**config.mk**
```make
export PLATFORM = sky130hd
export DESIGN_NAME = led_zone_mean
export DESIGN_NICKNAME = d
export VERILOG_FILES = /design/src/rtl/led_zone_mean.sv
export SDC_FILE = /design/constraint.sdc
export NUM_CORES = 1
export LEC_CHECK = 0
export BUFFER_PORTS_ARGS = -buffer_cell sky130_fd_sc_hd__buf_4
export CAP_MARGIN = 30
export CORE_MARGIN = 2
export CORE_UTILIZATION = 35
export DETAILED_ROUTE_END_ITERATION = 10
export MAX_ROUTING_LAYER = met4
export SYNTH_ARGS = -nofsm -noshare
export SYNTH_HDL_FRONTEND = slang
export SYNTH_SLANG_ARGS = --single-unit
```
**constraint.sdc**
```tcl
create_clock -name clk_fast -period 8.6 [get_ports clk_fast]
set_input_delay 0.43 -clock clk_fast [delete_from_list [all_inputs] [get_ports clk_fast]]
set_output_delay 0.43 -clock clk_fast [all_outputs]
set_load 0.01 [all_outputs]
```
**src/rtl/led_zone_mean.sv**
```systemverilog
// led_zone_mean: accumulates a raster RGB pixel stream into horizontal zones and,
// once a full frame has been seen, publishes a 4-bit mean colour per zone together
// with a one-cycle start pulse for the downstream LED refresh controller.
module led_zone_mean #(
    parameter int ZONES       = 8,
    parameter int ZONE_W_LOG2 = 3,
    parameter int LINES_LOG2  = 2
) (
    input  logic       clk_fast,
    input  logic       rst,
    input  logic       en,
    input  logic       sof,
    input  logic       pix_valid,
    input  logic [7:0] pix_r,
    input  logic [7:0] pix_g,
    input  logic [7:0] pix_b,
    output logic [3:0] MeanR [ZONES],
    output logic [3:0] MeanG [ZONES],
    output logic [3:0] MeanB [ZONES],
    output logic       start,
    output logic       busy,
    output logic       frame_err
);

    // Sum of 2^(ZONE_W_LOG2+LINES_LOG2) 8-bit samples always fits in ACC_W bits.
    localparam int ACC_W  = 8 + ZONE_W_LOG2 + LINES_LOG2;
    localparam int ZIDX_W = (ZONES > 1) ? $clog2(ZONES) : 1;
    localparam int X_W    = ZIDX_W + ZONE_W_LOG2;
    localparam int Y_W    = (LINES_LOG2 > 0) ? LINES_LOG2 : 1;

    localparam logic [X_W-1:0] X_LAST = X_W'((ZONES << ZONE_W_LOG2) - 1);
    localparam logic [Y_W-1:0] Y_LAST = Y_W'((1 << LINES_LOG2) - 1);

    localparam logic [1:0] ST_IDLE  = 2'd0;
    localparam logic [1:0] ST_ACCUM = 2'd1;
    localparam logic [1:0] ST_DONE  = 2'd2;

    logic [1:0]       state_q, state_d;
    logic [X_W-1:0]   x_q, x_d;
    logic [Y_W-1:0]   y_q, y_d;
    logic [ACC_W-1:0] accR_q [ZONES];
    logic [ACC_W-1:0] accG_q [ZONES];
    logic [ACC_W-1:0] accB_q [ZONES];
    logic [ACC_W-1:0] accR_d [ZONES];
    logic [ACC_W-1:0] accG_d [ZONES];
    logic [ACC_W-1:0] accB_d [ZONES];
    logic [3:0]       meanR_q [ZONES];
    logic [3:0]       meanG_q [ZONES];
    logic [3:0]       meanB_q [ZONES];
    logic [3:0]       meanR_d [ZONES];
    logic [3:0]       meanG_d [ZONES];
    logic [3:0]       meanB_d [ZONES];
    logic             start_q, start_d;
    logic             frameErr_q, frameErr_d;

    logic             pixAccept;
    logic             restart;
    logic [ZIDX_W-1:0] zoneIdx;

    // Outside an active frame only a start-of-frame pixel is taken; DONE takes nothing.
    assign pixAccept = pix_valid & en &
                       ((state_q == ST_ACCUM) | (sof & (state_q == ST_IDLE)));
    assign restart   = pixAccept & sof;
    assign zoneIdx   = ZIDX_W'(x_q >> ZONE_W_LOG2);

    // Next-state logic: frame (re)start, per-pixel accumulation, and mean publication.
    always_comb begin
        state_d    = state_q;
        x_d        = x_q;
        y_d        = y_q;
        accR_d     = accR_q;
        accG_d     = accG_q;
        accB_d     = accB_q;
        meanR_d    = meanR_q;
        meanG_d    = meanG_q;
        meanB_d    = meanB_q;
        start_d    = 1'b0;
        frameErr_d = 1'b0;

        if (restart) begin
            // A sof seen mid-frame throws the partial frame away and flags it.
            frameErr_d = (state_q == ST_ACCUM);
            for (int z = 0; z < ZONES; z++) begin
                accR_d[z] = '0;
                accG_d[z] = '0;
                accB_d[z] = '0;
            end
            accR_d[0] = ACC_W'(pix_r);
            accG_d[0] = ACC_W'(pix_g);
            accB_d[0] = ACC_W'(pix_b);
            x_d       = X_W'(1);
            y_d       = '0;
            state_d   = ST_ACCUM;
        end else begin
            case (state_q)
                ST_IDLE: begin
                    state_d = ST_IDLE;
                end
                ST_ACCUM: begin
                    if (!en) begin
                        state_d = ST_IDLE;
                    end else if (pixAccept) begin
                        accR_d[zoneIdx] = accR_q[zoneIdx] + ACC_W'(pix_r);
                        accG_d[zoneIdx] = accG_q[zoneIdx] + ACC_W'(pix_g);
                        accB_d[zoneIdx] = accB_q[zoneIdx] + ACC_W'(pix_b);
                        if (x_q == X_LAST) begin
                            x_d = '0;
                            if (y_q == Y_LAST) begin
                                state_d = ST_DONE;
                            end else begin
                                y_d = y_q + 1'b1;
                            end
                        end else begin
                            x_d = x_q + 1'b1;
                        end
                    end
                end
                ST_DONE: begin
                    for (int z = 0; z < ZONES; z++) begin
                        meanR_d[z] = accR_q[z][ACC_W-1 -: 4];
                        meanG_d[z] = accG_q[z][ACC_W-1 -: 4];
                        meanB_d[z] = accB_q[z][ACC_W-1 -: 4];
                    end
                    start_d = 1'b1;
                    state_d = ST_IDLE;
                end
                default: begin
                    state_d = ST_IDLE;
                end
            endcase
        end
    end

    // State, counters, accumulators and published means, all cleared by reset.
    always_ff @(posedge clk_fast) begin
        if (rst) begin
            state_q    <= ST_IDLE;
            x_q        <= '0;
            y_q        <= '0;
            start_q    <= 1'b0;
            frameErr_q <= 1'b0;
            for (int z = 0; z < ZONES; z++) begin
                accR_q[z]  <= '0;
                accG_q[z]  <= '0;
                accB_q[z]  <= '0;
                meanR_q[z] <= '0;
                meanG_q[z] <= '0;
                meanB_q[z] <= '0;
            end
        end else begin
            state_q    <= state_d;
            x_q        <= x_d;
            y_q        <= y_d;
            start_q    <= start_d;
            frameErr_q <= frameErr_d;
            accR_q     <= accR_d;
            accG_q     <= accG_d;
            accB_q     <= accB_d;
            meanR_q    <= meanR_d;
            meanG_q    <= meanG_d;
            meanB_q    <= meanB_d;
        end
    end

    assign MeanR     = meanR_q;
    assign MeanG     = meanG_q;
    assign MeanB     = meanB_q;
    assign start     = start_q;
    assign frame_err = frameErr_q;
    assign busy      = (state_q == ST_ACCUM);

endmodule
```
# == Yosys cells after proc, flatten, opt, wreduce, memory -nomap -nowiden ==
# Cells that the tools add are included.
# classes
n_eq_ne,7
n_bitwise,10
add_sub_neg,5
n_reduce_logical,14
mux,38
magnitude_cmp,2
# ops
operator,count
two-way mux 99 bit,12
bitwise mux 104 bit,3
binary-select mux 13 bit (select 3 bit),3
two-way mux 13 bit,7
adder 13 x 8 -> 13 bit,3
demux 13 bit (select 3 bit),1
inequality test 4 x 2 -> 1 bit (second input constant),3
AND reduction 3 bit,4
two-way mux 1 bit,11
adder 6 x 1 -> 6 bit (second input constant),1
== test 6 bit (second input constant),1
two-way mux 6 bit,1
nonzero test 2 bit,3
AND reduction 5 bit,1
bitwise AND 1 bit,4
== test 2 bit (second input constant),2
>= comparator 4 bit (second input constant),1
< comparator 4 x 1 -> 1 bit (second input constant),1
NOT 1 bit,4
NOT 3 -> 4 bit,1
OR reduction 2 bit,2
OR reduction 4 bit,1
adder 2 x 1 -> 2 bit (second input constant),1
== test 2 x 1 -> 1 bit (second input constant),1
other kinds (4),4
# totals
output_inout_bits,99
inputBits,29
register_bits,420
wordCells,134

# == Longest topological paths before layout ==
# logic_depth
ltp_word,10
ltp_mapped,17
ltp_nobuf,13

# == Worst setup path before layout ==
# Ideal clock, no wire load.
# synth_path
path_type,register to register
start,register x_q[3]
end,register accG_q[8] (netlist name)
setup_time_ps,140
stages_incl_launch_ff,17
path_buffers,5
synth_period_minus_slack_ps,3658
arrival_time_ps,3518
setup_slack_ps,4942
required_time_ps,8460
cell_sequence,dfxtp_1 > buf_6 > buf_2 > nand2b_1 > nor2_1 > clkbuf_1 > buf_1 > a22oi_1 > nand4_1 > ha_1 > nor2b_1 > o2111a_1 > o211ai_1 > clkbuf_1 > nand2_1 > xor2_1 > a211oi_1
# synth_via
elab_chain_cells,6
word_cells_on_any_way,11
classes_between,add/sub: 1; order compare: 2; mux: 6; bitwise: 1; reduce/logical: 1
# synth_rtl
item,line,source
from (decl),39,"logic [X_W-1:0] x_q, x_d;"
from (signal assigned),138,x_q <= '0;
from (signal assigned),152,x_q <= x_d;
NOT 3 -> 4 bit (not written as such) (*),104,accG_d[zoneIdx] = accG_q[zoneIdx] + ACC_W'(pix_g);
binary-select mux 13 bit (select 3 bit) (tied with other cells),104,
two-way mux 13 bit (not written as such) or logical AND 1 bit (tied branches),104,
two-way mux 13 bit (not written as such),104,
adder 13 x 8 -> 13 bit or demux 13 bit (select 3 bit) (tied branches),104,
bitwise mux 104 bit (*),104,
to (signal assigned),157,accG_q <= accG_d;
to (decl),42,logic [ACC_W-1:0] accG_q [ZONES];
# Every way passes the cells marked *; elsewhere a longest branch is shown, timed or not. The select of a mux whose other input is x is not followed.
# A chain may end at the register's enable or synchronous reset.

# == Worst setup path in the final report ==
# layout_path
start,register x_q[5]
end,register accG_q[62] (netlist name)
# Same word-level chain as after synthesis.

==> results by stage <==
Outcome:
- The run finished with clean final reports.

Final layout:
- The number of antenna diodes in the final layout is 0.
- Leaving out fill and tap cells, the most frequent cell in the layout is nand2_1.
- The final net count is between 2k and 2.5k.
- Leaving out fill and tap cells, the most frequent cells in the layout are nand2_1 (520), dfxtp_1 (418), a21oi_1 (287).
- The area overhead of the layout relative to synthesis is 16.3%.
- The finished layout holds 3028 standard cells, fillers aside.
- In the final layout, the share of cells above drive strength 1 is roughly 13%.

Logic synthesis:
- Yosys mapped a number of flops with a built-in enable equal to 0.
- The warning count from the yosys run is 0.
- In this run the cell area of the synthesized design comes to 18500 um2.
- The dominant synthesized flop cell is dfxtp_1.
- Synthesis handed over a netlist of 2295 instances.
- The proportion of synthesized flip-flops having asynchronous set or reset is 0%.
- The netlist uses 70 different library cells.
- The flop and latch count out of synthesis is 420.
- The total nets after synthesis is 2353.
- The post-synthesis sequential area ratio is 45.4%.
- The mean instance size in the synthesized netlist is 8.07 um2.

Placement:
- After detailed placement, the design holds a cell count of 2947.
- The total half-perimeter wirelength after legalization and detailed placement is 39100 um.
- Buffers placed on the I/O ports in this run total around 130.
- The routability-driven placement congestion ratio is 0.866.

Die:
- The total area inside the core boundary comes to 52400 um2.
- The width of the die is 234 um.
- For this configuration, the core starts out at a cell density of 35.3%.
- The die covers 54800 um2.
- The I/O pin count is 128.
- The vertical die dimension is 234 um.
- The floorplan has between 80 and 90 rows.

STA:
- For the final routed database, the setup TNS stands at 0 ns.
- Dividing the final minimum period by the clock period gives 63.2%.
- The worst slew margin relative to its limit is 30.4%.
- The maximum clock frequency is 184 MHz.
- Between clock sinks in the finished design, the worst skew comes to 0.0332 ns.
- The routed design could run at a clock period as short as about 5.4 ns.
- The transition at the pin with the smallest max-transition slack is between 1 and 1.5 ns.
- The number of failing hold endpoints at the final stage came to 0.
- Setup violations remaining at the end of the flow were counted as 0.
- Setup repair after global routing left no endpoint under its margin.
- Hold timing on the final database bottoms out at a slack of approximately 0.15 ns.
- The number of max-slew violations in the final report is 0.

Global route:
- The initial antenna violation count is 0.
- Entering global routing, the biggest net connects just over 90 pins.
- The number of global-route vias before repair was 16.4k.
- The aggregate global routing overflow is 0.
- The first-pass GRT wire length is 97600 um.
- For this run, the total global-route usage over all layers was measured as 23.6%.

Clocking:
- The clock net in this run drives a total of 420 sinks.
- The latest clock arrival within the worst-skew pair is 0.59 ns.
- TritonCTS built the clock tree.
- Once the clock tree was built, the resizer swapped 0 gates to a different size.
- The number of buffers created by CTS is 46.
- The number of H-tree levels is 2.
- In this run the clock root is driven by a clkbuf_16.
- The number of buffers inserted to repair setup after CTS is 0.
- The number of buffers on the longest clock path is 3.
- Clock-pin slew was measured on the worst setup and hold paths at 0.07 ns.
- The number of hold buffers added after CTS is 0.

Drt:
- The number of iterations in the first detailed-routing pass is 8.
- The initial DRC count is 1771.
- The via count normalized by instance count is 5.76.
- The number of nets with antenna violations after detailed routing is 0.
- The detailed-route wire length is 64200 um.
- The wire length per cell after detailed routing is approximately 21 um.
- For this run, design rule violations remaining after detail routing come to 0.
- The detailed router placed 17.4k vias in this run.

Setup path:
- The arrival time of data at the critical path endpoint is 5.89 ns.
- The critical path data required time is 9.05 ns.
- In this run the worst path has a maximum fanout of 29.
- STA classifies the critical path startpoint as a flop.
- The kind of end point of the critical path is a flop.
- The worst setup path is of the flop to flop kind.

Power:
- The design draws 4.14 mW.
- The maximum VDD drop is approximately 0.12 mV.
- The power per standard cell area is 192 nW/um2.
- Summed over all cells, the static leakage comes to 7.33 nW.

Hold path:
- The type of the tightest min-delay check is primary input to flop.

Run:
- The reported max-cap violation count is 0.
## cell families after synthesis
kind of cell | synth area share (%)
AO/OA/AOI/OAI | 20.4
XOR/XNOR | 1.32
adder cells (fa/ha/maj) | 2.08
buffers and inverters | 4.71
flip-flops | 45.4
multiplexers | 3.66
AND/OR/NAND/NOR | 22.4
## sequential cells by signal, indices dropped and copies added (netlist names), 2 cells and up
register / count
accB_q: 104
accG_q: 104
accR_q: 104
MeanB: 32
MeanG: 32
MeanR: 32
x_q: 6
state_q: 2
y_q: 2
## path summary, 6_finish.rpt
kind,from,end,slack (ns),cells after the start
max,x_q[5],accG_q[62],3.16,14
min,en,state_q[0],0.15,3
max reg2reg,x_q[5],accG_q[62],3.16,14
min reg2reg,accB_q[39],accB_q[39],0.45,2
## through the flow
stage	util (%)	worst slack [ns]	instance area, um2
2_1_floorplan	-	4.94	18500
3_3_place_gp	37.8	3.47	19800
3_5_place_dp	38.2	3.29	20000
4_1_cts	41.1	3.25	21500
5_1_grt	41.1	2.84	21500
6_report	41.1	3.16	21500
## critical path, stage by stage (launching register included)
cell and delay, ns:
dfxtp_1 0.60, buf_4 0.43, nor3b_2 0.77, buf_4 0.47, a22oi_1 0.14, nand4_1 0.13, ha_1 0.20, inv_1 0.07
fa_1 0.42, nor2b_1 0.19, o2111a_1 0.26, o211ai_1 0.37, a22oi_1 0.93, or3_1 0.21, nand3_1 0.08
## synthesized netlist by cell type (6+ instances only)
master | count | area share (%)
buf_2 | 22 | 0.59
mux2i_1 | 30 | 1.6
a22oi_1 | 78 | 3.2
nand4_1 | 54 | 1.8
buf_4 | 6 | 0.24
clkbuf_1 | 162 | 3.3
xnor2_1 | 19 | 0.90
a221oi_1 | 33 | 1.6
o21ai_0 | 69 | 1.9
nand3_1 | 150 | 4.1
o211ai_1 | 7 | 0.28
or3_1 | 41 | 1.4
nor3_1 | 31 | 0.84
a21o_1 | 7 | 0.28
mux4_2 | 10 | 1.2
nand2b_1 | 7 | 0.24
mux2_2 | 11 | 0.67
nor2_1 | 96 | 1.9
o21a_1 | 15 | 0.61
buf_1 | 11 | 0.22
a22o_1 | 8 | 0.38
nand2_1 | 527 | 11
ha_1 | 26 | 1.8
a211oi_1 | 58 | 2.3
dfxtp_1 | 420 | 45
inv_1 | 10 | 0.20
nor2b_1 | 8 | 0.27
xor2_1 | 9 | 0.43
a21oi_1 | 288 | 7.8
## power breakdown
part           internal [mW]  total [mW]  switching (mW)
logic                 0.0614       0.214           0.153
clock network           1.16        1.97           0.813
registers               1.95        1.96         0.00409
## routing by layer
| metal | track usage [%] | vias to the layer above | share of wire [%] |
|---|---|---|---|
| li1 | - | 8160 | - |
| met1 | 30.3 | 8390 | 43 |
| met2 | 38.4 | 747 | 47 |
| met3 | 3.02 | 141 | 7.0 |
| met4 | 7.93 | 0 | 3.0 |
| met5 | - | - | 0 |
## cell type report
| class | instances | area [um2] |
|---|---|---|
| clock buffers | 66 | 1370 |
| flip-flops and latches | 420 | 8410 |
| clock inverters | 14 | 126 |
| fillers | 5204 | 30900 |
| multi-input cells | 1661 | 9340 |
| inverters | 11 | 41.3 |
| repair buffers | 168 | 1390 |
| well taps | 688 | 861 |
(Power assumes the default switching activity.)
